[src/rtl/bk_adder_pkg.sv]
// Shared types and helpers for the pipelined Brent-Kung adder.
// pg_t carries a (generate, propagate) pair; dot() is the prefix operator
// combining a less-significant span (lo) with a more-significant span (hi).
package bk_adder_pkg;

    typedef struct packed {
        logic g;
        logic p;
    } pg_t;

    // Ceiling log2, used to size the sweep trees at elaboration time.
    function automatic int log2w(input int w);
        int r;
        r = 0;
        for (int i = 0; i < 16; i++) begin
            if ((1 << i) < w) r = i + 1;
        end
        return r;
    endfunction

    // (gl,pl) o (gh,ph) = (gh | ph&gl, ph&pl)
    function automatic pg_t dot(input pg_t lo, input pg_t hi);
        pg_t r;
        r.g = hi.g | (hi.p & lo.g);
        r.p = hi.p & lo.p;
        return r;
    endfunction

endpackage

[src/rtl/bk_dot_cell.sv]
// Combinational Brent-Kung dot cell: merges a low span into a high span.
module bk_dot_cell
    import bk_adder_pkg::*;
(
    input  pg_t lo_i,
    input  pg_t hi_i,
    output pg_t out_o
);

    assign out_o = dot(lo_i, hi_i);

endmodule

[src/rtl/brent_kung_pipe_adder.sv]
// Three-stage pipelined Brent-Kung adder/subtractor with valid/ready flow.
//   S1: operand prep (P, G, folded carry-in), S2: up-sweep, S3: down-sweep + sum.
// Optional feature: define BK_OVERFLOW_EN to add the registered signed
// overflow output out_ovf; without it the port and its logic are absent.
// Handshake: a beat moves on a side when valid & ready are both high in the
// same cycle; in_ready = advance = !out_valid | out_ready, so the whole
// pipeline shifts as one and holds as one (bubbles are kept, not squeezed).
module brent_kung_pipe_adder
    import bk_adder_pkg::*;
#(
    parameter int WIDTH = 32
)
(
    input  logic             clk,
    input  logic             rst_n,
    input  logic             in_valid,
    output logic             in_ready,
    input  logic [WIDTH-1:0] in_a,
    input  logic [WIDTH-1:0] in_b,
    input  logic             in_cin,
    input  logic             in_sub,
    output logic             out_valid,
    input  logic             out_ready,
    output logic [WIDTH-1:0] out_sum,
    output logic             out_cout
`ifdef BK_OVERFLOW_EN
   ,output logic             out_ovf
`endif
);

    localparam int LOG2W = log2w(WIDTH);

    if (WIDTH < 4 || WIDTH > 128 || (WIDTH & (WIDTH - 1)) != 0) begin : g_width_check
        $error("brent_kung_pipe_adder: WIDTH must be a power of two in 4..128");
    end

    logic advance;
    assign advance  = !out_valid | out_ready;
    assign in_ready = advance;

    // ---------------- S1: operand prep ----------------
    logic [WIDTH-1:0] b_eff;
    logic [WIDTH-1:0] p1_d, g1_d;
    logic             cin1_d;
    logic [WIDTH-1:0] p1_q, g1_q;
    logic             cin1_q, v1_q;

    assign b_eff  = in_sub ? ~in_b : in_b;
    assign cin1_d = in_cin ^ in_sub;
    assign p1_d   = in_a ^ b_eff;
    // Carry-in is folded into bit 0 so the prefix tree needs no extra input.
    assign g1_d   = {in_a[WIDTH-1:1] & b_eff[WIDTH-1:1],
                     (in_a[0] & b_eff[0]) | (p1_d[0] & cin1_d)};

    // Stage 1 register: bit P/G, effective carry-in and valid.
    always_ff @(posedge clk) begin
        if (!rst_n) begin
            v1_q   <= 1'b0;
            p1_q   <= '0;
            g1_q   <= '0;
            cin1_q <= 1'b0;
        end else if (advance) begin
            v1_q   <= in_valid;
            p1_q   <= p1_d;
            g1_q   <= g1_d;
            cin1_q <= cin1_d;
        end
    end

    // ---------------- S2: up-sweep ----------------
    pg_t up [0:LOG2W][0:WIDTH-1];

    for (genvar i = 0; i < WIDTH; i++) begin : g_up_in
        assign up[0][i] = '{g: g1_q[i], p: p1_q[i]};
    end

    for (genvar k = 0; k < LOG2W; k++) begin : g_up_lvl
        for (genvar i = 0; i < WIDTH; i++) begin : g_up_bit
            if (((i + 1) % (1 << (k + 1))) == 0) begin : g_dot
                bk_dot_cell u_dot (
                    .lo_i  (up[k][i - (1 << k)]),
                    .hi_i  (up[k][i]),
                    .out_o (up[k+1][i])
                );
            end else begin : g_pass
                assign up[k+1][i] = up[k][i];
            end
        end
    end

    pg_t              node2_q [0:WIDTH-1];
    logic [WIDTH-1:0] p2_q;
    logic             cin2_q, v2_q;

    // Stage 2 register: group (G,P) after the up-sweep plus raw bit P.
    always_ff @(posedge clk) begin
        if (!rst_n) begin
            v2_q   <= 1'b0;
            p2_q   <= '0;
            cin2_q <= 1'b0;
            for (int i = 0; i < WIDTH; i++) node2_q[i] <= '0;
        end else if (advance) begin
            v2_q   <= v1_q;
            p2_q   <= p1_q;
            cin2_q <= cin1_q;
            for (int i = 0; i < WIDTH; i++) node2_q[i] <= up[LOG2W][i];
        end
    end

    // ---------------- S3: down-sweep + sum ----------------
    pg_t dn [0:LOG2W-1][0:WIDTH-1];

    for (genvar i = 0; i < WIDTH; i++) begin : g_dn_in
        assign dn[0][i] = node2_q[i];
    end

    // Level j fills the positions halfway between already-complete prefixes.
    for (genvar j = 0; j < LOG2W - 1; j++) begin : g_dn_lvl
        localparam int SPAN = 1 << (LOG2W - 2 - j);
        for (genvar i = 0; i < WIDTH; i++) begin : g_dn_bit
            if (i >= 2 * SPAN && ((i + 1) % (2 * SPAN)) == SPAN) begin : g_dot
                bk_dot_cell u_dot (
                    .lo_i  (dn[j][i - SPAN]),
                    .hi_i  (dn[j][i]),
                    .out_o (dn[j+1][i])
                );
            end else begin : g_pass
                assign dn[j+1][i] = dn[j][i];
            end
        end
    end

    logic [WIDTH-1:0] carry;
    for (genvar i = 0; i < WIDTH; i++) begin : g_carry
        assign carry[i] = dn[LOG2W-1][i].g;
    end

    logic [WIDTH-1:0] sum3_d, sum3_q;
    logic             cout3_q, v3_q;

    assign sum3_d = p2_q ^ {carry[WIDTH-2:0], cin2_q};

`ifdef BK_OVERFLOW_EN
    logic ovf3_q;
    // Overflow register, aligned with the sum.
    always_ff @(posedge clk) begin
        if (!rst_n)       ovf3_q <= 1'b0;
        else if (advance) ovf3_q <= carry[WIDTH-1] ^ carry[WIDTH-2];
    end
    assign out_ovf = ovf3_q;
`endif

    // Stage 3 register: presented result.
    always_ff @(posedge clk) begin
        if (!rst_n) begin
            v3_q    <= 1'b0;
            sum3_q  <= '0;
            cout3_q <= 1'b0;
        end else if (advance) begin
            v3_q    <= v2_q;
            sum3_q  <= sum3_d;
            cout3_q <= carry[WIDTH-1];
        end
    end

    assign out_valid = v3_q;
    assign out_sum   = sum3_q;
    assign out_cout  = cout3_q;

endmodule
[config.mk]
export PLATFORM = sky130hd
export DESIGN_NAME = brent_kung_pipe_adder
export DESIGN_NICKNAME = d
export VERILOG_FILES = /design/src/rtl/bk_adder_pkg.sv /design/src/rtl/bk_dot_cell.sv /design/src/rtl/brent_kung_pipe_adder.sv
export SDC_FILE = /design/constraint.sdc
export NUM_CORES = 1
export LEC_CHECK = 0
export ABC_CLOCK_PERIOD_IN_PS = 6390
export CAP_MARGIN = 20
export CORE_UTILIZATION = 45
export DETAILED_ROUTE_END_ITERATION = 8
export MAX_ROUTING_LAYER = met4
export PLACE_DENSITY = 0.75
export SETUP_SLACK_MARGIN = 0.4
export SYNTH_ARGS = -nofsm -noshare
export SYNTH_HDL_FRONTEND = slang
export SYNTH_SLANG_ARGS = --single-unit
[constraint.sdc]
create_clock -name clk -period 6.39 [get_ports clk]
set_clock_uncertainty 0.2 [all_clocks]
set_input_delay 0.9585 -clock clk [delete_from_list [all_inputs] [get_ports clk]]
set_output_delay 0.9585 -clock clk [all_outputs]
set_load 0.02 [all_outputs]
==> results.md, run 1 <==
* Outcome: finished, final reports clean
* Crit path time final at 4110 ps
* Mapped Cells at 848
* Final TNS setup at 0 ps
* Hold Vio Cnt, Final at 0
* CP startpoint kind: input port
* Final Cell Area at 10000 µm²
* FILL cells at 1598
* Overall die width at 138 µm
* Dpl cell area at 9450 µm²
* Max_cap viols at 0
* Rows at 49
* Post-CTS setup buffers at 0
* Commonest non-fill, non-tap cells in the layout: nand2_1, dfxtp_1, clkdlybuf4s50_1
* CTS H-tree depth at 4
* TritonCTS Buffers at 17
* Area of the mapped netlist at 8300 µm²
* Share of cells above drive strength 1 at 0.0385
* Die area at 19000 µm²
* Sequential Area at 4420 µm²
* Area of the core at 18000 µm²
* CP max FO at 51
* WL/cell at 14.1 µm
* Final design utilization at 0.556
* Via count at 5857
* Area growth syn-to-layout at 20.8%
* First drt pass iteration count at 5
* Number of remaining DRC errors at 0
* Least-Margin Pin Slew at 1050 ps
* CTS tree: done
* Vias in the first global route at 5557
* Avg Vias per Cell at 5.03
* Multi-input logic area at 3650 µm²
* Slew margin rel. at 0.299
* Worst Path Arrival at 2950 ps
* Hold Crit Class: reg -> reg
* RD Place Congestion at 0.769
* Sequential cell area fraction in the yosys report at 0.533
* Number of routed nets with antenna violations at 0
* Post-synth net total at 950
* Buffers on Ports at 104
* Leakage power at 4.19 nW
* CTS Root Cell: clkbuf_16
* Initial Utilization at 0.461
* Final-report setup violation count at 0
* VDD IR max at 0.219 mV
* Data required time of the worst path at 5230 ps
* Cts hold-fix bufs at 0
* Clk sinks at 192
* Cell taking the most area after synthesis: dfxtp_1
* Worst hold slack at 261 ps
* Pre-CTS setup slack at 2260 ps
* Commonest non-fill, non-tap cell in the layout: nand2_1
* Nets at 1025
* #FFs+latches synth at 192
* ANT cells at 0
* First-pass GRT wire length at 26.9 mm
* CTS-repair resized insts at 0
* Final max-slew violation count at 0
* Synth Area per Inst at 9.79 µm²
* Clock latency on the worst-skew pair at 430 ps
* Clock Path Buffers at 2
* Initial drt markers at 400
* Fmax achieved at 0.244 GHz
* Largest net degree at the start of global routing at 88
* Total congestion overflow at 0
* Synth top area share at 0.323
* WL final at 16.4 mm
* Distinct cell type count after synthesis at 32
* Worst setup margin at 2280 ps
* Die height at 138 µm
* Clk pin slew, worst setup/hold paths at 70 ps
* Critical path endpoint category: output pin
* Crit path kind: in -> out
* Initial antenna violation count at 0
* Ys Warns at 0
* RSZ-0062 raised after global routing: false
* Final Cycle Share at 0.643
* Power Dens Cells at 274 nW/µm²
* GRT Util Overall at 0.190
* IO Pins at 105
* Dpl hpwl at 10.7 mm
* Most area-consuming cells after synthesis: dfxtp_1, edfxtp_1, nand2_1, a21boi_0, xor2_1
==> worst max-delay path: stages <==
cell             delay, ps
clkdlybuf4s50_1        500
nor2b_4                 40
buf_4                  260
inv_4                  430
clkdlybuf4s50_1        730
==> sequential cells by signal (all words and copies together) (netlist names) <==
register,flops
node2_q,58
g1_q,32
cin2_q,1
out_sum,32
p2_q,32
v2_q,1
p1_q,32
out_valid,1
cin1_q,1
v1_q,1
out_cout,1
==> cells in the mapped netlist, drive strengths merged <==
cell,number
o21a,1
o21ai,30
ha,32
and4,2
o31ai,1
and3b,1
clkbuf,32
and3,20
o211a,7
and2,33
xor2,53
a2111oi,1
nand3,4
nor2b,10
nand2b,1
a41o,1
edfxtp,58
inv,2
a21oi,30
nand4,4
xnor2,12
buf,21
nor2,12
a21o,20
nand2,225
a31oi,1
dfxtp,134
a21boi,97
a211oi,3
==> logic make-up (layout without fill, tap and decap cells) <==
group | after synthesis | count (layout) | synth area share
compound gates | 192 | 192 | 0.158
xor+xnor | 65 | 65 | 0.0686
fa+ha+maj | 32 | 32 | 0.0482
buf+inv | 55 | 143 | 0.0277
flops | 192 | 192 | 0.533
simple gates | 312 | 312 | 0.164
==> through the flow <==
stage               cells  power, W
finish               1165   0.00275
global route         1165   0.00286
CTS                  1165   0.00277
detailed placement   1133   0.00174
global placement     1133   0.00173
floorplan             848   0.00160
==> layer usage <==
metal / GRT usage / vias up / part of all wire
met5: - / - / 0
met4: 0.0688 / 0 / 0.016
met3: 0.0350 / 18 / 0.034
met2: 0.297 / 106 / 0.47
met1: 0.244 / 2724 / 0.48
li1: - / 3009 / -
==> final timing paths <==
| kind | slack, ps | to | depth (start not counted) | start |
|---|---|---|---|---|
| worst max-delay path | 2280 | in_ready | 5 | out_ready |
| worst min-delay path | 260 | out_sum[22] | 2 | out_sum[22] |
| worst max register to register | 3750 | node2_q[5][0] | 6 | out_valid |
| worst min register to register | 260 | out_sum[22] | 2 | out_sum[22] |
==> cell type report <==
| class | count | area share |
|---|---|---|
| Clock buffer | 27 | 0.0534 |
| Clock inverter | 5 | 0.00474 |
| Inverter | 2 | 0.000998 |
| Multi-Input combinational cell | 601 | 0.364 |
| Sequential cell | 192 | 0.441 |
| Tap cell | 229 | 0.0286 |
| Timing Repair Buffer | 109 | 0.107 |
==> power breakdown <==
| part | switching, W | internal (W) | leakage, nW |
|---|---|---|---|
| logic | 0.000150 | 0.000159 | 2.11 |
| registers | 0.0000599 | 0.00134 | 1.80 |
| clock network | 0.000427 | 0.000612 | 0.287 |
No activity file was read; power rests on OpenSTA's default activity.
==> inputs of run 2 (changes only) <==
ABC_CLOCK_PERIOD_IN_PS = 3500   (was 6390)
PLACE_DENSITY = 0.78   (was 0.75)
clock period = 3.5 ns   (was 6.39 ns; I/O delays follow)
==> results.md, run 2 (synthesis gave the netlist of run 1 again) <==
* Vias in the first global route at 5652 (+1.7%)
* Largest Register: node2_q
* Total congestion overflow at 0 (unchanged)
* Slowest-stage cell, CP: clkdlybuf4s50_1
* Via count at 5890 (+0.56%)
* Crit path kind: in -> out
* Area of the core at 18000 µm² (unchanged)
* Pre-CTS setup slack at 824 ps (-1430 ps)
* Commonest non-fill, non-tap cell in the layout: nand2_1
* DP Cell Count at 1140 (+0.62%)
* Clock Path Buffers at 2 (unchanged)
* CTS H-tree depth at 4 (unchanged)
* Number of routed nets with antenna violations at 0 (unchanged)
* VDD IR max at 0.348 mV (+59%)
* Sequential Area at 4420 µm² (unchanged)
* Die area at 19000 µm² (unchanged)
* CTS-repair resized insts at 0 (unchanged)
* Area growth syn-to-layout at 21.0%
* Die height at 138 µm (unchanged)
* Worst setup margin at 826 ps (-1460 ps)
* Worst path max stage delay at 600 ps (-130 ps)
* Crit path time final at 2670 ps
* Critical path endpoint category: output pin
* Final-report setup violation count at 0 (unchanged)
* Post-CTS setup buffers at 0 (unchanged)
* Max reg flops at 58 (unchanged)
* Outcome: finished, final reports clean
* Final Cycle Share at 0.764
* Share of cells above drive strength 1 at 0.0467 (+0.00820)
* Largest net degree at the start of global routing at 131 (+49%)
* Final max-slew violation count at 0 (unchanged)
* RSZ-0062 raised after global routing: false
* CP Cell Sequence: clkdlybuf4s50_1 > nor2b_4 > clkinv_2 > clkdlybuf4s50_1
* Hold Vio Cnt, Final at 0 (unchanged)
* Cell family with most CP delay: buffers and inverters
* First-pass GRT wire length at 27.4 mm (+1.8%)
* Worst Path Arrival at 1950 ps (-1000 ps)
* Clock latency on the worst-skew pair at 430 ps (about the same)
* RD Place Congestion at 0.785 (+2.1%)
* GRT Util Overall at 0.195 (+0.00534)
* Commonest non-fill, non-tap cells in the layout: nand2_1, dfxtp_1, clkdlybuf4s50_1
* FILL cells at 1613 (+0.94%)
* Cts hold-fix bufs at 0 (unchanged)
* Most Frequent Cell on Critical Path: clkdlybuf4s50_1
* WL/cell at 14.2 µm (+0.71%)
* Slew margin rel. at 0.638 (+0.338)
* Leakage power at 4.21 nW (+0.28%)
* WL final at 16.6 mm (+1.3%)
* Rows at 49 (unchanged)
* Least-Margin Pin Slew at 544 ps (-507 ps)
* Avg Vias per Cell at 5.03 (about the same)
* IO Pins at 105 (unchanged)
* Power Dens Cells at 489 nW/µm² (+78%)
* Fmax achieved at 0.374 GHz
* Final TNS setup at 0 ps (unchanged)
* CP startpoint kind: input port
* CTS tree: done
* Final non-filler cell total at 1172 (+0.60%)
* Buffers on Ports at 104 (unchanged)
* Nets at 1032 (+0.68%)
* Dpl hpwl at 11.1 mm (+3.9%)
* Initial antenna violation count at 0 (unchanged)
* Multi-input logic area at 3650 µm² (unchanged)
* ANT cells at 0 (unchanged)
* CP max FO at 11 (-78%)
* Clk pin slew, worst setup/hold paths at 60 ps (about the same)
* Initial drt markers at 318 (-21%)
* Overall die width at 138 µm (unchanged)
* Clk sinks at 192 (unchanged)
* Data required time of the worst path at 2770 ps (-2460 ps)
* Max_cap viols at 0 (unchanged)
* Buf/Inv on CP at 3 (-1)
* Initial Utilization at 0.461 (unchanged)
* Number of remaining DRC errors at 0 (unchanged)
* First drt pass iteration count at 5 (unchanged)
* Hold Crit Class: reg -> reg
* TritonCTS Buffers at 17 (unchanged)
* CTS Root Cell: clkbuf_16
[run 2: worst paths after layout]
check,startpoint,slack (ps),end,depth (start not counted)
setup / recovery,out_ready,830,in_ready,4
hold reg to reg,g1_q[21],260,g1_q[21],2
setup reg to reg,p1_q[1],1260,node2_q[31][1],6
hold / removal,g1_q[21],260,g1_q[21],2
[run 2: power by group]
part | leakage, nW | switching [W] | internal [W] | total [W]
combinational | 2.14 | 0.000278 | 0.000292 | 0.000570
sequential | 1.80 | 0.000110 | 0.00245 | 0.00256
clock | 0.265 | 0.000774 | 0.00101 | 0.00179
total | 4.21 | 0.00116 | 0.00375 | 0.00491
[run 2: per-stage QoR]
| step | total power [W] | util | area [µm²] | hold slack, ps |
|---|---|---|---|---|
| 6_report | 0.00491 | 0.557 | 10000 | 260 |
| 5_1_grt | 0.00513 | 0.557 | 10000 | 274 |
| 4_1_cts | 0.00495 | 0.557 | 10000 | 245 |
| 3_5_place_dp | 0.00318 | 0.528 | 9510 | 255 |
| 3_3_place_gp | 0.00317 | 0.528 | 9510 | 249 |
| 2_1_floorplan | 0.00292 | - | 8300 | 238 |
[run 2: tightest hold or removal path, delay by kind of cell, from the launching register on]
family | cells | cell delay (ps)
flops | 1 | 310
compound gates | 1 | 60
simple gates | 1 | 50
[run 2: final cells by class]
cell class                      instances  share of cell area
Sequential cell                       192               0.440
Timing Repair Buffer                  116               0.113
Multi-Input combinational cell        601               0.364
Tap cell                              229              0.0285
Clock inverter                          7             0.00623
Inverter                                2            0.000872
Clock buffer                           25              0.0473
[run 2: routing by layer]
metal	part of all wire	GRT usage
met4	0.014	0.0652
met3	0.039	0.0442
met5	0	-
met1	0.47	0.243
met2	0.48	0.312
==> inputs of run 3 (changes only) <==
ABC_CLOCK_PERIOD_IN_PS = 2600   (was 3500)
PLACE_DENSITY = 0.75   (was 0.78)
clock period = 2.6 ns   (was 3.5 ns; I/O delays follow)
==> results.md, run 3 (synthesis gave the netlist of run 1 again) <==
* Fmax achieved at 0.477 GHz
* Area growth syn-to-layout at 22.8%
* Nets at 1036 (+0.39%)
* Total congestion overflow at 0 (unchanged)
* GRT Util Overall at 0.199 (+0.00421)
* Worst Min Path Start: rst_n
* Final TNS setup at 0 ps (unchanged)
* Crit path kind: in -> out
* Data required time of the worst path at 2010 ps (-760 ps)
* CP startpoint kind: input port
* Cell family with most CP delay: buffers and inverters
* Max reg flops at 58 (unchanged)
* IO Pins at 105 (unchanged)
* Clock Path Buffers at 2 (unchanged)
* Commonest non-fill, non-tap cells in the layout: nand2_1, dfxtp_1, clkdlybuf4s50_1
* Clock latency on the worst-skew pair at 420 ps (about the same)
* Final max-slew violation count at 0 (unchanged)
* Met3 GRT Util at 0.0405 (-0.00368)
* Initial antenna violation count at 0 (unchanged)
* WHS Path Cells at 2 (unchanged)
* Commonest non-fill, non-tap cell in the layout: nand2_1
* Buffers on Ports at 104 (unchanged)
* Via count at 5932 (+0.71%)
* R2R cell count at 6 (unchanged)
* Dpl hpwl at 11.6 mm (+4.5%)
* Flop2flop setup slack at 510 ps (-750 ps)
* Clk sinks at 192 (unchanged)
* WL/cell at 14.6 µm (+3.1%)
* CP Cell Sequence: clkdlybuf4s50_1 > nor2b_4 > clkinv_2 > dlygate4sd2_1
* Power Dens Cells at 676 nW/µm² (+38%)
* Final-report setup violation count at 0 (unchanged)
* CTS tree: done
* Slew margin rel. at 0.640 (+0.00265)
* Area of the core at 18000 µm² (unchanged)
* Worst path max stage delay at 440 ps (-160 ps)
* Hold Crit Class: in -> reg
* TritonCTS Buffers at 17 (unchanged)
* Overall die width at 138 µm (unchanged)
* Largest net degree at the start of global routing at 102 (-22%)
* Final Power at 0.00689 W (+40%)
* Number of remaining DRC errors at 0 (unchanged)
* Crit path time final at 2100 ps
* Buf/Inv on CP at 3 (unchanged)
* Least-Margin Pin Slew at 540 ps (-3.98 ps)
* Rows at 49 (unchanged)
* Met1 Usage GRT at 0.259 (+0.0167)
* First drt pass iteration count at 4 (-1)
* Avg Vias per Cell at 5.04 (+0.37%)
* CP max FO at 4 (-7)
* Vias in the first global route at 5630 (-0.39%)
* Leakage power at 4.27 nW (+1.4%)
* Outcome: finished, final reports clean
* Initial drt markers at 431 (+36%)
* Hold endpoint: out_sum[16]
* Slowest-stage cell, CP: clkdlybuf4s50_1
* Max_cap viols at 0 (unchanged)
* Clk pin slew, worst setup/hold paths at 60 ps (about the same)
* Cts hold-fix bufs at 0 (unchanged)
* Final Cell Area at 10200 µm² (+1.4%)
* Share of cells above drive strength 1 at 0.0539 (+0.00719)
* Met2 Usage GRT at 0.312 (-0.000558)
* First-pass GRT wire length at 28.2 mm (+3.0%)
* Hold Vio Cnt, Final at 0 (unchanged)
* VDD IR max at 0.537 mV (+54%)
* Number of routed nets with antenna violations at 0 (unchanged)
* Critical path endpoint category: output pin
* CTS Root Cell: clkbuf_16
* WL final at 17.2 mm (+3.5%)
* Final Cycle Share at 0.806
* Worst r2r dst: node2_q[31][1]
* RSZ-0062 raised after global routing: false
* Busiest grt layer: met2
* FF-to-FF Start: p1_q[13]
* Initial Utilization at 0.461 (unchanged)
* CTS H-tree depth at 4 (unchanged)
* RD Place Congestion at 0.781 (-0.46%)
* Worst Path Arrival at 1510 ps (-440 ps)
* Dpl cell area at 9580 µm² (+0.74%)
* ANT cells at 0 (unchanged)
* Die area at 19000 µm² (unchanged)
* Die height at 138 µm (unchanged)
* Largest Register: node2_q
-- run 3: cell types whose count changed in the layout (fill, tap and decap cells not counted), moves of 2 or more --
cell and change:
bufinv_16 +3, buf_12 +3, clkinv_2 -2, clkinvlp_4 +2, clkbuf_1 -4, clkbuf_8 -2
clkinv_1 +3
-- run 3: worst max-delay path by stage --
| stage | endpoint | from | depth (start not counted) | slack (ps) |
|---|---|---|---|---|
| 2_1_floorplan | node2_q[0][1] | out_valid | 5 | 290 |
| 3_3_place_gp | in_ready | out_ready | 4 | 210 |
| 3_5_place_dp | in_ready | out_ready | 4 | 200 |
| 4_1_cts | node2_q[31][1] | p1_q[13] | 6 | 400 |
| 5_1_grt | node2_q[31][1] | p1_q[13] | 6 | 410 |
| 6_report | in_ready | out_ready | 4 | 500 |
-- run 3: cell type report --
class	instances	area, µm²
tap	229	287
inverter	2	12.5
clock buffer	19	433
clock inverter	13	170
sequential	192	4430
multi-input combinational	601	3660
fill	1583	7840
timing repair buffer	120	1200
-- run 3: timing repair --
item                                    4_1_cts  5_1_grt
gates resized for setup                       1        2
endpoints found under the setup margin        1        2
setup buffers                                 0        1
-- run 3: report_power, final --
group	internal, W	total (W)	switching (W)
clock	0.00160	0.00266	0.00107
sequential	0.00329	0.00344	0.000149
combinational	0.000403	0.000783	0.000379
total	0.00529	0.00689	0.00160
-- run 3: worst register-to-register path: stages, from the launching register on --
cell       delay (ps)
dfxtp_1           350
a21oi_1           170
o21ai_0           150
a2111oi_1         410
o21ai_1           180
a31oi_1           280
o31ai_1           100
-- run 3: per-layer routing --
metal	up-vias	wire length (µm)
met1	2784	8110
met5	-	0
met3	6	727
met2	111	8240
met4	0	89
li1	3031	-
-- run 3: metrics by stage --
step,hold WS [ps],cells,setup slack [ps],util
CTS,147,1175,404,0.565
finish,159,1176,504,0.565
global placement,247,1143,214,0.531
floorplan,238,848,292,-
global route,160,1176,408,0.565
detailed placement,252,1143,204,0.531
